--- src/rtl/route_edge_scheduler.sv ---
// Edge-routing request sequencer for the 4x4 CGRA routing engine.
// Buffers {src,dst} edges in a FIFO, issues them one at a time over a
// req/ack handshake, re-queues failed edges until their retry budget is
// spent, and reports routed/failed totals plus a sticky done flag.
module route_edge_scheduler #(
    parameter int DEPTH     = 16,
    parameter int MAX_RETRY = 2,
    parameter int CNT_W     = 5
) (
    input  logic             clk,
    input  logic             reset,
    input  logic             in_valid,
    output logic             in_ready,
    input  logic [7:0]       in_edge,
    input  logic             in_last,
    output logic             rt_req,
    output logic [7:0]       rt_edge,
    input  logic             rt_ack,
    input  logic             rt_done,
    input  logic             rt_ok,
    output logic [CNT_W-1:0] routed_cnt,
    output logic [CNT_W-1:0] failed_cnt,
    output logic             busy,
    output logic             done
);
    localparam int PW = $clog2(DEPTH);
    localparam int RW = (MAX_RETRY > 0) ? $clog2(MAX_RETRY + 1) : 1;
    localparam logic [PW:0]   FULL = (PW+1)'(DEPTH);
    localparam logic [RW-1:0] RMAX = RW'(MAX_RETRY);

    localparam logic [2:0] IDLE    = 3'd0;
    localparam logic [2:0] POP     = 3'd1;
    localparam logic [2:0] ISSUE   = 3'd2;
    localparam logic [2:0] WAIT    = 3'd3;
    localparam logic [2:0] RESOLVE = 3'd4;
    localparam logic [2:0] FINISH  = 3'd5;

    typedef struct packed {
        logic [RW-1:0] retry;
        logic [7:0]    rte;
    } entry_t;

    entry_t        mem [DEPTH];
    entry_t        head, cur, wr_data;
    logic [2:0]    state;
    logic [PW-1:0] rd_ptr, wr_ptr;
    logic [PW:0]   count;
    logic          last_seen, res_ok;
    logic          in_flight, requeue, push_in, do_wr, do_pop, self_route;
    logic          inc_routed, inc_failed;

    assign head       = mem[rd_ptr];
    assign in_flight  = (state == POP) || (state == ISSUE) || (state == WAIT) || (state == RESOLVE);
    assign requeue    = (state == RESOLVE) && !res_ok && (cur.retry < RMAX);
    // One slot stays reserved while an edge is out so its re-queue always fits.
    assign in_ready   = !last_seen && !requeue &&
                        (in_flight ? (count < FULL - 1'b1) : (count < FULL));
    assign push_in    = in_valid && in_ready;
    assign do_wr      = push_in || requeue;
    assign do_pop     = (state == POP);
    assign self_route = (head.rte[7:4] == head.rte[3:0]);
    assign inc_routed = (do_pop && self_route) || ((state == RESOLVE) && res_ok);
    assign inc_failed = (state == RESOLVE) && !res_ok && (cur.retry >= RMAX);

    assign rt_req  = (state == ISSUE);
    assign rt_edge = cur.rte;
    assign busy    = (state != IDLE) && (state != FINISH);
    assign done    = (state == FINISH);

    // Tail write data: a re-queued edge wins over the input port.
    always_comb begin
        wr_data.retry = '0;
        wr_data.rte   = in_edge;
        if (requeue) begin
            wr_data.retry = cur.retry + 1'b1;
            wr_data.rte   = cur.rte;
        end
    end

    // FIFO storage, no reset needed since count gates every read.
    always_ff @(posedge clk) begin
        if (do_wr) mem[wr_ptr] <= wr_data;
    end

    // FIFO pointers, occupancy and end-of-batch flag.
    always_ff @(posedge clk or negedge reset) begin
        if (!reset) begin
            rd_ptr    <= '0;
            wr_ptr    <= '0;
            count     <= '0;
            last_seen <= 1'b0;
        end else begin
            if (do_wr)  wr_ptr <= wr_ptr + 1'b1;
            if (do_pop) rd_ptr <= rd_ptr + 1'b1;
            case ({do_wr, do_pop})
                2'b10:   count <= count + 1'b1;
                2'b01:   count <= count - 1'b1;
                default: count <= count;
            endcase
            if (push_in && in_last) last_seen <= 1'b1;
        end
    end

    // Issue FSM: pop, hand to engine, wait for result, resolve.
    always_ff @(posedge clk or negedge reset) begin
        if (!reset) begin
            state  <= IDLE;
            cur    <= '0;
            res_ok <= 1'b0;
        end else begin
            case (state)
                IDLE: begin
                    if (count != '0)   state <= POP;
                    else if (last_seen) state <= FINISH;
                end
                POP: begin
                    cur   <= head;
                    state <= self_route ? IDLE : ISSUE;
                end
                ISSUE: begin
                    if (rt_ack) begin
                        if (rt_done) begin
                            res_ok <= rt_ok;
                            state  <= RESOLVE;
                        end else begin
                            state  <= WAIT;
                        end
                    end
                end
                WAIT: begin
                    if (rt_done) begin
                        res_ok <= rt_ok;
                        state  <= RESOLVE;
                    end
                end
                RESOLVE: state <= IDLE;
                FINISH:  state <= FINISH;
                default: state <= IDLE;
            endcase
        end
    end

    // Saturating result counters.
    always_ff @(posedge clk or negedge reset) begin
        if (!reset) begin
            routed_cnt <= '0;
            failed_cnt <= '0;
        end else begin
            if (inc_routed && (routed_cnt != '1)) routed_cnt <= routed_cnt + 1'b1;
            if (inc_failed && (failed_cnt != '1)) failed_cnt <= failed_cnt + 1'b1;
        end
    end
endmodule

--- config.mk ---
export PLATFORM = sky130hd
export DESIGN_NAME = route_edge_scheduler
export DESIGN_NICKNAME = d
export VERILOG_FILES = /design/src/rtl/route_edge_scheduler.sv
export SDC_FILE = /design/constraint.sdc
export NUM_CORES = 1
export LEC_CHECK = 0
export BUFFER_PORTS_ARGS = -buffer_cell sky130_fd_sc_hd__buf_2
export CAP_MARGIN = 10
export CORE_AREA = 2 2 116 118
export DETAILED_ROUTE_END_ITERATION = 6
export DIE_AREA = 0 0 118 120
export GPL_ROUTABILITY_DRIVEN = 1
export PLACE_DENSITY = 0.89
export SLEW_MARGIN = 30
export SYNTH_ARGS = -nofsm -noshare
export SYNTH_HDL_FRONTEND = slang
export SYNTH_SLANG_ARGS = --single-unit
--- constraint.sdc ---
create_clock -name clk -period 5.7 [get_ports clk]
set_clock_uncertainty 0.1 [all_clocks]
set_input_delay 1.14 -clock clk [delete_from_list [all_inputs] [get_ports clk]]
set_output_delay 1.14 -clock clk [all_outputs]
set_load 0.02 [all_outputs]
# Yosys cells after proc, flatten, opt, wreduce, memory -nomap -nowiden
# Memories as Yosys holds them, arrays and structs flattened.
# Index checks and enable logic that the tools add are counted.
# W data, S select, Z words.
[word_totals] memories=1 register_bits=38 rom_bits=0 word_cells=78 ramBits=160 input_bits=15 latch_bits=0 out_inout_bits=22
[mem_list] memory="mem" depth=16 width=10 read_ports=1 rd_clocked_by_memory_dff=0 write_ports=1 line="43" text="entry_t mem [DEPTH];"
[op_classes] reduce_logical=27 eq_ne=14 n_bitwise=0 n_addsub=7 muxes=15 n_shift=0 order_cmp=4 multipliers=0 div_mod_pow=0
[ops] cell="$add A5 B1 Y5 const B" count=3
[ops] cell="$mux W3" count=5
[ops] cell="$pmux W3 S5" count=1
[ops] cell="$logic_and A1 B1 Y1" count=12
[ops] cell="$mux W10" count=1
[ops] cell="$ne A5 B5 Y1 const B" count=2
[ops] cell="$pmux W5 S2" count=1
[ops] cell="$add A4 B1 Y4 const B" count=2
[ops] cell="$eq A3 B2 Y1 const B" count=2
[ops] cell="$eq A3 B3 Y1 const B" count=2
[ops] cell="$ne A3 B3 Y1 const B" count=2
[ops] cell="$logic_or A1 B1 Y1" count=5
[ops] cell="$lt A5 B4 Y1 const B" count=1
[ops] cell="$lt A5 B5 Y1 const B" count=1
[ops] cell="$mux W1" count=5
[ops] cell="$reduce_bool A5 Y1" count=1
[ops] cell="$sub A5 B1 Y5 const B" count=1
[ops] cell="$eq A4 B4 Y1" count=1
[ops] cell="$reduce_bool A2 Y1" count=2
[ops] cell="$eq A3 B1 Y1 const B" count=1
[ops] cell="$logic_not A1 Y1" count=3
[ops] cell="$logic_not A3 Y1" count=1
[ops] cell="$reduce_and A3 Y1" count=1
[ops] cell="$reduce_bool A3 Y1" count=1
[ops] cell="other kinds (10)" count=10

# Depth between registers and ports, before layout
# Gate-level depths: netlist (run 1).
[depth] word_depth=10 mapped_depth=16 ltp_nobuf=14

# Worst setup path before layout (run 1)
# OpenSTA, ideal clock, no wires.
[synth_timing] path_type="register to register" startpoint="register state[2]" endpoint="register count[4]" arrival_time_ns=3.450 slack_ns=2.024 t_required_ns=5.475 setup_ns=0.125 path_stages_with_launch=17 path_buffers=2 period_less_slack_ns=3.676 cell_sequence="dfrtp_1 or3b_2 clkbuf_1 nor3_2 a2111oi_1 and2_1 or2_2 buf_2 inv_1 ha_1 xor2_1 ha_1 nand3_1 o21ai_0 a222oi_1 nor2_1 xor2_1"
[synth_between] elab_chain_cells=10 elab_cells_between_ends=19 classes_between="eq/ne: 6; mux: 2; reduce/logical: 11"
[synth_rtl] item="start, declared" line="45" text="logic [2:0] state;"
[synth_rtl] item="start signal, assigned" line="118" text="state <= self_route ? IDLE : ISSUE;"
[synth_rtl] item="$eq A3 B1 Y1 (tied with other cells)" line="53" text="assign in_flight = (state == POP) || (state == ISSUE) || (state == WAIT) || (state == RESOLVE);"
[synth_rtl] item="$logic_or A1 B1 Y1 / $logic_and A1 B1 Y1 (equally long branches) (2 in a row)" line="53, 54"
[synth_rtl] item="$logic_or A1 B1 Y1 / $logic_not A1 Y1 (equally long branches)" line="53, 56"
[synth_rtl] item="$mux W1 / $logic_and A1 B1 Y1 (equally long branches)" line="57, 56"
[synth_rtl] item="$logic_and A1 B1 Y1 (*)" line="56" text="assign in_ready = !last_seen && !requeue &&"
[synth_rtl] item="via in_ready" line="13" text="output logic in_ready,"
[synth_rtl] item="$logic_and A1 B1 Y1 (*)" line="58" text="assign push_in = in_valid && in_ready;"
[synth_rtl] item="$logic_or A1 B1 Y1 (*)" line="59" text="assign do_wr = push_in || requeue;"
[synth_rtl] item="$eq A2 B1 Y1 / $eq A2 B2 Y1 (equally long branches)" line="95" text="case ({do_wr, do_pop})"
[synth_rtl] item="$pmux W5 S2 / $reduce_bool A2 Y1 (equally long branches)"
[synth_rtl] item="end signal, assigned" line="96" text="2'b10: count <= count + 1'b1;"
[synth_rtl] item="end signal, assigned" line="97" text="2'b01: count <= count - 1'b1;"
[synth_rtl] item="end signal, assigned" line="98" text="default: count <= count;"
[synth_rtl] item="end, declared" line="47" text="logic [PW:0] count;"
# Mark *: on every way through the listed nets, which the timed path passes. The rest lies on a longest branch.
# A chain may end at the register's enable or synchronous reset.

# Worst setup path in the final report (run 1)
[layout_timing] startpoint="register state[2]" endpoint="register count[4]"
[layout_between] elab_chain_cells=10 elab_cells_between_ends=19 classes_between="eq/ne: 6; mux: 2; reduce/logical: 11"
[layout_rtl] item="$eq A3 B1 Y1 (tied with other cells)" line="53, 60"
[layout_rtl] item="$logic_or A1 B1 Y1 / $logic_and A1 B1 Y1 (equally long branches) (2 in a row)" line="53, 54"
[layout_rtl] item="$logic_or A1 B1 Y1 / $logic_not A1 Y1 (equally long branches)" line="53, 56"
[layout_rtl] item="$mux W1 / $logic_and A1 B1 Y1 (equally long branches)" line="57, 56"
[layout_rtl] item="$logic_and A1 B1 Y1" line="56"
[layout_rtl] item="$logic_and A1 B1 Y1" line="58"
[layout_rtl] item="$logic_or A1 B1 Y1" line="59"
[layout_rtl] item="$eq A2 B1 Y1 / $eq A2 B2 Y1 (equally long branches)" line="95"
[layout_rtl] item="$pmux W5 S2 / $reduce_bool A2 Y1 (equally long branches)"
# Several ways; a longest one is shown, not always the timed one.

==> results of run 1 <==
path summary, 6_finish.rpt:
path	from	end	slack [ns]
worst max-delay path	state[2]	count[4]	1.40
worst min-delay path	routed_cnt[3]	routed_cnt[3]	0.40
worst max register to register	state[2]	count[4]	1.40
worst min register to register	routed_cnt[3]	routed_cnt[3]	0.40
max in group asynchronous	reset	rd_ptr[0]	4.20
min in group asynchronous	reset	rd_ptr[0]	0.70
registers in the layout, summed over array words and instances (netlist names):
register    count
wr_ptr          4
count           5
last_seen       1
cur             2
rd_ptr          4
res_ok          1
rt_edge         8
routed_cnt      5
state           3
mem           160
failed_cnt      5
cells in the mapped netlist (all sizes together) (3+ instances only):
library cell | count | area share
nand4 | 3 | 0.0023
xor2 | 11 | 0.012
nor2b | 8 | 0.0060
nor3 | 6 | 0.0042
nand3 | 20 | 0.012
o21ai | 7 | 0.0042
nor4 | 6 | 0.0063
nand2 | 49 | 0.022
ha | 13 | 0.020
inv | 8 | 0.0036
a21oi | 4 | 0.0024
mux2i | 3 | 0.0036
edfxtp | 160 | 0.58
clkbuf | 13 | 0.0059
nand2b | 4 | 0.0030
buf | 18 | 0.014
mux4 | 42 | 0.11
nor2 | 26 | 0.012
mux2 | 14 | 0.019
xnor2 | 13 | 0.014
or3b | 3 | 0.0032
dfrtp | 38 | 0.11
a22oi | 9 | 0.0081
per-layer routing:
metal,vias up,track usage,part of all wire
met2,250,0.450,0.53
met5,-,0,0
met1,2361,0.316,0.36
li1,1969,-,-
met3,53,0.0680,0.082
met4,0,0.115,0.031
power groups by stage:
stage / Sequential, mW / Combinational (mW) / Clock (mW)
after global placement: 2.03 / 1.32 / 0
after CTS: 2.03 / 1.44 / 1.13
final: 2.04 / 1.46 / 1.12
after global routing: 2.07 / 1.56 / 1.18
after detailed placement: 2.06 / 1.39 / 0
after floorplan: 1.89 / 1.22 / 0
final cells by class:
class / count / area [um^2]
inverters: 8 / 30.0
well taps: 176 / 220
flip-flops and latches: 198 / 5760
clock inverters: 14 / 125
fillers: 746 / 3730
clock buffers: 17 / 425
multi-input cells: 261 / 2440
repair buffers: 45 / 248
kinds of logic (layout without fill, tap and decap cells):
| family | count (synthesis) | in the layout | share of synthesized area |
|---|---|---|---|
| DFF | 198 | 198 | 0.691 |
| and+or+nand+nor | 134 | 134 | 0.0785 |
| muxes | 59 | 59 | 0.137 |
| buffers and inverters | 39 | 84 | 0.0239 |
| AOI/OAI and AO/OA | 31 | 31 | 0.0254 |
| xor gates and xnor gates | 24 | 24 | 0.0252 |
| adders and majority gates | 13 | 13 | 0.0195 |
worst max-delay path: cells and delay by family, from the launching register on:
kind	cells	cell delay, ns
xor gates and xnor gates	2	0.25
and+or+nand+nor	6	2.10
DFF	1	0.57
AOI/OAI and AO/OA	3	0.56
buffers and inverters	1	0.13
adders and majority gates	2	0.47
==> metrics.md, run 1 <==
| Metric | Value |
|---|---|
| Tmin final | 4.30 ns |
| Worst hold slack | 0.397 ns |
| IO Count | 37 |
| Syn nets | ~530 |
| Critical Path AT | 4.51 ns |
| Wirelength per Cell | 24.1 um |
| Async set-reset flop share out of synthesis | 0.192 |
| Share of cells above drive strength 1 | 0.274 |
| Worst setup margin | 1.40 ns |
| 1st-pass router iterations | 5 |
| Die width | 118 um |
| Part of the power in combinational logic | 0.315 |
| Number of synthesized flops with an enable pin | 160 |
| Final Total Pwr | between 4 and 5 mW |
| Critical path startpoint category | flip-flop |
| Grt ovf | 0 |
| Setup TNS | 0 ns |
| Seq/Total Area, Yosys | 0.691 |
| Syn. warnings | 0 |
| Critical Path End Type | flip-flop |
| Clk sinks | 198 |
| Final HPWL DP | 10,700 um |
| Post-CTS Repair Setup Buffers | 0 |
| Cell Area, Placed | 8670 um^2 |
| Pleak | 3.28 nW |
| Ys flop type | edfxtp_1 |
| Yosys reg bits | 198 |
| Gate Count Post-Synth | 498 |
| DRT antenna net count | 0 |
| Critical path peak fanout | 14 |
| Synth Area per Inst | 16.7 um^2 |
| Vias in the first global route | 4,776 |
| Synthesized area | 8330 um^2 |
| Clk root buf | clkbuf_16 |
| Routability Congestion | between 0.8 and 0.9 |
| Cts hold-fix bufs | 0 |
| First-pass GRT wire length | 26,800 um |
| Sw Ratio | 0.351 |
| PortBufs | 36 |
| Largest net degree at the start of global routing | 39 |
| Number of max-cap violations | 0 |
| Die height | about 120 um |
| Setup WS pre-CTS | 1.56 ns |
| Pint | around 3.0 mW |
| Fin util | 0.712 |
| Slew @ Worst Pin | 0.894 ns |
| Worst r2r path cells | 14 |
| DR iter-0 viols | 506 |
| Synthesis-to-layout area growth | 11.0% |
| Die area | roughly 14,000 um^2 |
| Via density | 6.44 |
| DRT Wirelength | 17,300 um |
| DP Cell Count | 688 |
| Relative slew slack | 0.401 |
| # rows | 42 |
| RSZ-0062 raised after global routing | no |
| F_max | 232 MHz |
| Core area | 13,000 um^2 |
| WS Path Type | flip-flop to flip-flop |
| Number of nets in the layout | 559 |
| Slowest cell on the critical path | nor3_2 |
| Total Routing Usage GR | 0.262 |
| Worst path cell trace | or3b_2 -> nor3_2 -> a2111oi_1 -> and2_1 -> or2_2 -> inv_1 -> ha_1 -> xor2_1 -> ha_1 -> nand3_1 -> o21ai_0 -> a222oi_1 -> nor2_1 -> xor2_1 |
| Crit share post-route | 0.755 |
| Sequential Power Share | 0.442 |
| Endpoints failing hold | 0 |
| Critical path's largest stage delay | 0.71 ns |
| Most frequent cells in the layout | edfxtp_1 (160), nand2_1 (48), mux4_2 (40), dfrtp_1 (37), buf_2 (36) |
| CTS-repair resized insts | 0 |
| Hold Path Stages | 1 |
| Initial Util | 0.642 |
| Clock insertion delay at the later pin of the skew report | 0.43 ns |
| Clock Path Buffers | 2 |
| Routed via count | 4,633 |
| Ant diodes | 0 |
| TritonCTS clock tree | yes |
| Clock-pin slew on the worst setup and hold paths | 0.07 ns |
| Psw | 1.62 mW |
| Non-filler cells, final | 719 |
| Hold Crit Class | flip-flop to flip-flop |
| Max-slew violations | 0 |
| Setup violators final | 0 |
| Status | completed |
| Post-route DRC | 0 |
| Number of CTS-inserted buffers | 17 |
| Power per Cell Area | 500 nW/um^2 |
| Clk pwr share | 0.243 |
| Netlist cell types | 45 |
| H-tree depth | 4 |
| Critical path required time | approximately 5.9 ns |
| Antenna violations before repair | 0 |
| Post-route cell area | 9250 um^2 |
| Max rail drop VDD | 331 uV |
| Most common cell after layout, fill and taps aside | edfxtp_1 |
No activity file was read; power rests on OpenSTA's default activity.
==> inputs of run 2 (changes only) <==
CORE_AREA = 2 2 127 129   (was 2 2 116 118)
DIE_AREA = 0 0 129 131   (was 0 0 118 120)
PLACE_DENSITY = 0.8   (was 0.89)
clock period = 3.7 ns   (was 5.7 ns; I/O delays follow)
==> run 2 against run 1 <==
Effect of this change: register-to-register slack got worse by 1.1 ns; critical path type unchanged; final cell count increased by 8.2%; count of clock-buffer cells in the layout increased by 2; sequential share of layout area decreased by 1.7 points; critical path depth decreased by 1; via count decreased by 1.7%; design area increased by 2.8%; highest routed layer unchanged; global-route usage decreased by 5.5 points.
==> metrics.md, run 2 (synthesis gave the netlist of run 1 again) <==
| Metric | Value |
|---|---|
| Status | completed |
| Post-route DRC | 0 (unchanged) |
| First-pass GRT wire length | 25,400 um (-5.1%) |
| Number of CTS-inserted buffers | 17 (unchanged) |
| Share of cells above drive strength 1 | 0.283 (+0.00852) |
| Most common cell after layout, fill and taps aside | edfxtp_1 |
| Top reg by flops | mem |
| Clock Path Buffers | 2 (unchanged) |
| Critical path's top delay family | simple AND/OR/NAND/NOR gates |
| Crit path depth | 13 (-1) |
| CP bufs+invs | 1 (unchanged) |
| Largest net degree at the start of global routing | 39 (unchanged) |
| Tmin final | 3.36 ns (-0.946 ns) |
| Clk sinks | 198 (unchanged) |
| Critical path peak fanout | 9 (-5) |
| Max FFs per register | 160 (unchanged) |
| Die height | 131 um (+9.2%) |
| Worst path cell trace | or3b_2 -> nor3_2 -> a2111oi_1 -> and2_1 -> or2_2 -> inv_1 -> ha_1 -> xor2_1 -> ha_1 -> nor2_1 -> a222oi_1 -> nor2_1 -> xor2_1 |
| Number of max-cap violations | 0 (unchanged) |
| DR iter-0 viols | 539 (+6.5%) |
| Max rail drop VDD | 446 uV (+35%) |
| Busiest grt layer | met2 |
| Setup TNS | 0 ns (unchanged) |
| DRT Wirelength | 16,400 um (-5.1%) |
| Critical Path AT | 3.58 ns (-0.93 ns) |
| Endpoints failing hold | 0 (unchanged) |
| H-tree depth | 4 (unchanged) |
| Clock-pin slew on the worst setup and hold paths | 0.08 ns (about the same) |
| Worst setup margin | 0.342 ns (-1.05 ns) |
| GR Util met2 | 0.337 (-0.112) |
| DRT antenna net count | 0 (unchanged) |
| Total Routing Usage GR | 0.207 (-0.0547) |
| Setup violators final | 0 (unchanged) |
| Slew @ Worst Pin | 0.662 ns (-0.232 ns) |
| Hold Crit Class | primary input to asynchronous set/reset pin |
| Most frequent cells in the layout | edfxtp_1 (160), nand2_1 (48), mux4_2 (40), dfrtp_1 (37), buf_2 (35) |
| Routability Congestion | 0.842 (-3.8%) |
| Die width | 129 um (+9.3%) |
| Power per Cell Area | 767 nW/um^2 (+53%) |
| # rows | 46 (+9.5%) |
| Synthesis-to-layout area growth | 14.1% |
| Slowest cell on the critical path | or3b_2 |
| Core area | 15,600 um^2 (+20%) |
| Pleak | 3.43 nW (+4.4%) |
| 1st-pass router iterations | 6 (+1) |
| Max-slew violations | 0 (unchanged) |
| Critical path required time | 3.92 ns (-1.99 ns) |
| WS Path Type | flip-flop to flip-flop |
| Vias in the first global route | 4,601 (-3.7%) |
| Number of nets in the layout | 578 (+3.4%) |
| Met3 usage | 0.0472 (-0.0207) |
| Setup WS pre-CTS | 0.375 ns (-1.18 ns) |
| RSZ-0062 raised after global routing | no |
| Post-CTS Repair Setup Buffers | 0 (unchanged) |
| TritonCTS clock tree | yes |
| Ant diodes | 0 (unchanged) |
| Crit share post-route | 0.907 (+0.153) |
| Critical path startpoint category | flip-flop |
| Grt ovf | 0 (unchanged) |
| Relative slew slack | 0.559 (+0.158) |
| Via density | 5.85 (-9.1%) |
| Worst r2r path cells | 13 (-1) |
| IO Count | 37 (unchanged) |
| Cts hold-fix bufs | 0 (unchanged) |
| Antenna violations before repair | 0 (unchanged) |
| Wirelength per Cell | 21.1 um (-12%) |
| Die area | 16,900 um^2 (+19%) |
| Final Total Pwr | 7.30 mW (+58%) |
| Clk root buf | clkbuf_16 |
| F_max | 298 MHz (+28%) |
| Routed via count | 4,555 (-1.7%) |
| Initial Util | 0.534 (-0.108) |
| CTS-repair resized insts | 0 (unchanged) |
| Clock insertion delay at the later pin of the skew report | 0.44 ns (about the same) |
| PortBufs | 36 (unchanged) |
| Critical path's largest stage delay | 0.58 ns (-0.13 ns) |
| Final HPWL DP | 10,600 um (-0.88%) |
| Critical Path End Type | flip-flop |
| Met1 global-route usage | 0.267 (-0.0488) |
[run 2: worst paths after layout]
path / from / endpoint / slack [ns]
max: state[0] / count[4] / 0.34
min: reset / rt_edge[4] / 0.17
max reg2reg: state[0] / count[4] / 0.34
min reg2reg: failed_cnt[3] / failed_cnt[3] / 0.39
max in group asynchronous: reset / rd_ptr[0] / 2.96
min in group clk: failed_cnt[3] / failed_cnt[3] / 0.39
[run 2: area by class of cell]
class | instances | area [um^2]
clock inverter | 12 | 168
multi-input combinational | 261 | 2400
clock buffer | 19 | 443
sequential | 198 | 5760
timing repair buffer | 64 | 443
inverter | 8 | 30.0
fill | 1048 | 6090
tap | 216 | 270
[run 2: metal layers]
layer  part of all wire  up-vias
met2               0.50      206
met4              0.025        0
met3              0.061       34
li1                   -     2009
met5                  0        -
met1               0.42     2306
[run 2: worst register-to-register path, cell delays in order (launching register included)]
cell,delay [ns]
dfrtp_1,0.45
or3b_2,0.58
nor3_2,0.17
a2111oi_1,0.08
and2_1,0.18
or2_2,0.36
inv_1,0.11
ha_1,0.25
xor2_1,0.18
ha_1,0.21
nor2_1,0.06
a222oi_1,0.28
nor2_1,0.09
xor2_1,0.14
[run 2: per-stage QoR]
stage | hold slack [ns] | util | area (um^2) | cells
6_report | 0.172 | 0.610 | 9510 | 778
5_1_grt | 0.208 | 0.610 | 9510 | 778
4_1_cts | 0.349 | 0.609 | 9500 | 778
3_5_place_dp | 0.382 | 0.570 | 8890 | 747
3_3_place_gp | 0.370 | 0.570 | 8890 | 747
2_1_floorplan | 0.344 | - | 8330 | 498
[run 2: where the power goes]
part	internal [mW]	switching (mW)
clock network	1.09	0.800
logic	1.09	1.34
registers	2.69	0.289
total	4.87	2.43
==> inputs of run 3 (changes only) <==
CORE_AREA = 2 2 116 140   (was 2 2 127 129)
DIE_AREA = 0 0 118 142   (was 0 0 129 131)
RECOVER_POWER = 25   (was default)
==> run 3 against run 2 <==
Effect of this change: the run now ends with max-capacitance violations, max-slew violations left; setup slack got worse by 0.0062 ns; via count decreased by 1.2%; die area fell by 0.85%; fmax is 0.19% lower; routed wire length is 1.2% lower; largest power group unchanged.
==> metrics.md, run 3 (synthesis gave the netlist of run 1 again) <==
| Metric | Value |
|---|---|
| Status | complete, but fails checks |
| Failing checks | max-capacitance violations, max-slew violations |
| Critical path required time | 3.91 ns (about the same) |
| Worst path cell trace | buf_4 -> nor2_1 -> xnor2_1 -> a2111oi_1 -> and2_1 -> or2_2 -> inv_1 -> ha_1 -> xor2_1 -> ha_1 -> nand3_1 -> o21ai_0 -> a222oi_1 -> nor2_1 -> xor2_1 |
| Psw | 2.35 mW (-3.1%) |
| Initial Util | 0.539 (+0.00502) |
| Pleak | 3.28 nW (-4.2%) |
| Setup TNS | 0 ns (unchanged) |
| Largest net degree at the start of global routing | 39 (unchanged) |
| DR iter-0 viols | 474 (-12%) |
| Routed via count | 4,500 (-1.2%) |
| DRT antenna net count | 0 (unchanged) |
| Critical path's largest stage delay | 0.44 ns (-0.14 ns) |
| Max FFs per register | 160 (unchanged) |
| DRT Wirelength | 16,300 um (-1.2%) |
| Non-filler cells, final | 770 (-1.0%) |
| Worst R2R End | count[4] |
| 1st-pass router iterations | 5 (-1) |
| Share of cells above drive strength 1 | 0.230 (-0.0534) |
| Post-CTS Repair Setup Buffers | 0 (unchanged) |
| Final HPWL DP | 10,800 um (+1.2%) |
| Crit path capture | count[4] |
| Ant diodes | 0 (unchanged) |
| FF-to-FF Start | state[0] |
| Max-slew violations | 39 (+39) |
| Number of CTS-inserted buffers | 17 (unchanged) |
| Clk root buf | clkbuf_16 |
| Crit share post-route | 0.909 (+0.00168) |
| Post-route DRC | 0 (unchanged) |
| Wirelength per Cell | 21.1 um (-0.18%) |
| Via density | 5.84 (-0.18%) |
| IO Count | 37 (unchanged) |
| Tmin final | 3.36 ns (+0.00622 ns) |
| Worst hold slack | 0.397 ns (+0.226 ns) |
| Synthesis-to-layout area growth | 11.9% |
| DP Cell Count | 739 (-1.1%) |
| Setup violators final | 0 (unchanged) |
| Worst r2r path cells | 15 (+2) |
| F_max | 297 MHz (-0.19%) |
| Crit path depth | 15 (+2) |
| Sequential Power Share | 0.422 (+0.014) |
| Endpoints failing hold | 0 (unchanged) |
| Fin util | 0.603 (-0.00626) |
| Setup WS pre-CTS | 0.389 ns (+0.0140 ns) |
| Routability Congestion | 0.830 (-1.4%) |
| TritonCTS clock tree | yes |
| Clock insertion delay at the later pin of the skew report | 0.43 ns (about the same) |
| Pint | 4.63 mW (-5.0%) |
| Clock-pin slew on the worst setup and hold paths | 0.07 ns (about the same) |
| Sw Ratio | 0.337 (+0.00442) |
| WS Path Type | flip-flop to flip-flop |
| Beginning of the critical path | state[0] |
| Critical path peak fanout | 11 (+2) |
| H-tree depth | 4 (unchanged) |
| Number of nets in the layout | 578 (unchanged) |
| PortBufs | 36 (unchanged) |
| CTS-repair resized insts | 0 (unchanged) |
| Critical path's top delay family | simple AND/OR/NAND/NOR gates |
| # rows | 50 (+8.7%) |
| Top reg by flops | mem |
| Relative slew slack | -0.424 (-0.983) |
| Clk pwr share | 0.239 (-0.021) |
| Most frequent cells in the layout | edfxtp_1 (160), nand2_1 (48), mux4_2 (40), dfrtp_1 (37) |
| Most common cell after layout, fill and taps aside | edfxtp_1 |
| Critical path startpoint category | flip-flop |
| Antenna violations before repair | 0 (unchanged) |
| RSZ-0062 raised after global routing | no |
| Worst setup margin | 0.336 ns (-0.00622 ns) |
| Grt ovf | 0 (unchanged) |
| Die area | 16,800 um^2 (-0.85%) |
| Critical Path AT | 3.58 ns (about the same) |
| Critical Path End Type | flip-flop |
| Power per Cell Area | 748 nW/um^2 (-2.5%) |
| Max rail drop VDD | 413 uV (-7.4%) |
| Hold Crit Class | flip-flop to flip-flop |
| Vias in the first global route | 4,657 (+1.2%) |
| CP bufs+invs | 2 (+1) |
| First-pass GRT wire length | 26,100 um (+2.8%) |
| Cts hold-fix bufs | 0 (unchanged) |
| Flop2flop setup slack | 0.34 ns (about the same) |
| Part of the power in combinational logic | 0.339 (+0.007) |
| Clk sinks | 198 (unchanged) |
| Number of max-cap violations | 1 (+1) |
| Die height | 142 um (+8.4%) |
| Die width | 118 um (-8.5%) |
| Clock Path Buffers | 2 (unchanged) |
| Core area | 15,500 um^2 (-0.93%) |
| Slowest cell on the critical path | a2111oi_1 |
| Slew @ Worst Pin | 2.14 ns (+1.47 ns) |
| Total Routing Usage GR | 0.209 (+0.00166) |
run 3: cell types whose count changed in the layout (fill, tap and decap cells not counted):
cell	before	now
buf_12	4	1
buf_2	35	17
buf_4	25	24
bufinv_16	3	1
clkbuf_1	1	26
clkbuf_8	1	0
clkinv_1	0	3
clkinv_2	1	2
clkinvlp_4	2	3
inv_6	4	1
inv_8	2	0
nor4_1	2	4
nor4_2	3	1
run 3: power by group through the flow:
stage | clock (mW) | combinational (mW) | sequential, mW
finish | 1.67 | 2.37 | 2.94
global placement | 0 | 2.29 | 2.96
detailed placement | 0 | 2.39 | 2.98
CTS | 1.69 | 2.41 | 2.94
global route | 1.77 | 2.59 | 2.98
floorplan | 0 | 1.88 | 2.92
run 3: worst min path at each step:
stage / endpoint / cells past startpoint / slack (ns) / from
global route: routed_cnt[3] / 1 / 0.42 / routed_cnt[3]
CTS: wr_ptr[3] / 1 / 0.34 / reset
finish: routed_cnt[3] / 1 / 0.40 / routed_cnt[3]
global placement: failed_cnt[3] / 1 / 0.37 / failed_cnt[3]
detailed placement: routed_cnt[3] / 1 / 0.38 / routed_cnt[3]
floorplan: count[0] / 0 / 0.34 / reset
run 3: area by class of cell:
cell class                      count  area [um^2]
Inverter                            8         30.0
Tap cell                          208          260
Sequential cell                   198         5760
Clock buffer                       21          440
Fill cell                        1102         6130
Multi-Input combinational cell    261         2390
Timing Repair Buffer               64          368
Clock inverter                     10         82.6
run 3: metrics by stage:
step	cell area, um^2	power, mW
floorplan	8330	4.79
global placement	8840	5.25
detailed placement	8850	5.37
CTS	9370	7.04
global route	9320	7.34
finish	9320	6.98
run 3: worst register-to-register path, cell delays in order (launching register included):
cell and delay (ns):
dfrtp_1 0.41, buf_4 0.18, nor2_1 0.21, xnor2_1 0.10, a2111oi_1 0.44, and2_1 0.21, or2_2 0.23, inv_1 0.10
ha_1 0.26, xor2_1 0.16, ha_1 0.21, nand3_1 0.08, o21ai_0 0.08, a222oi_1 0.24, nor2_1 0.09, xor2_1 0.14
run 3: layer usage:
layer	up-vias	routed length (um)	global-route usage
li1	2007	-	-
met1	2307	6630	0.265
met2	167	8480	0.357
met3	19	885	0.0489
met4	0	250	0.0717
met5	-	0	0
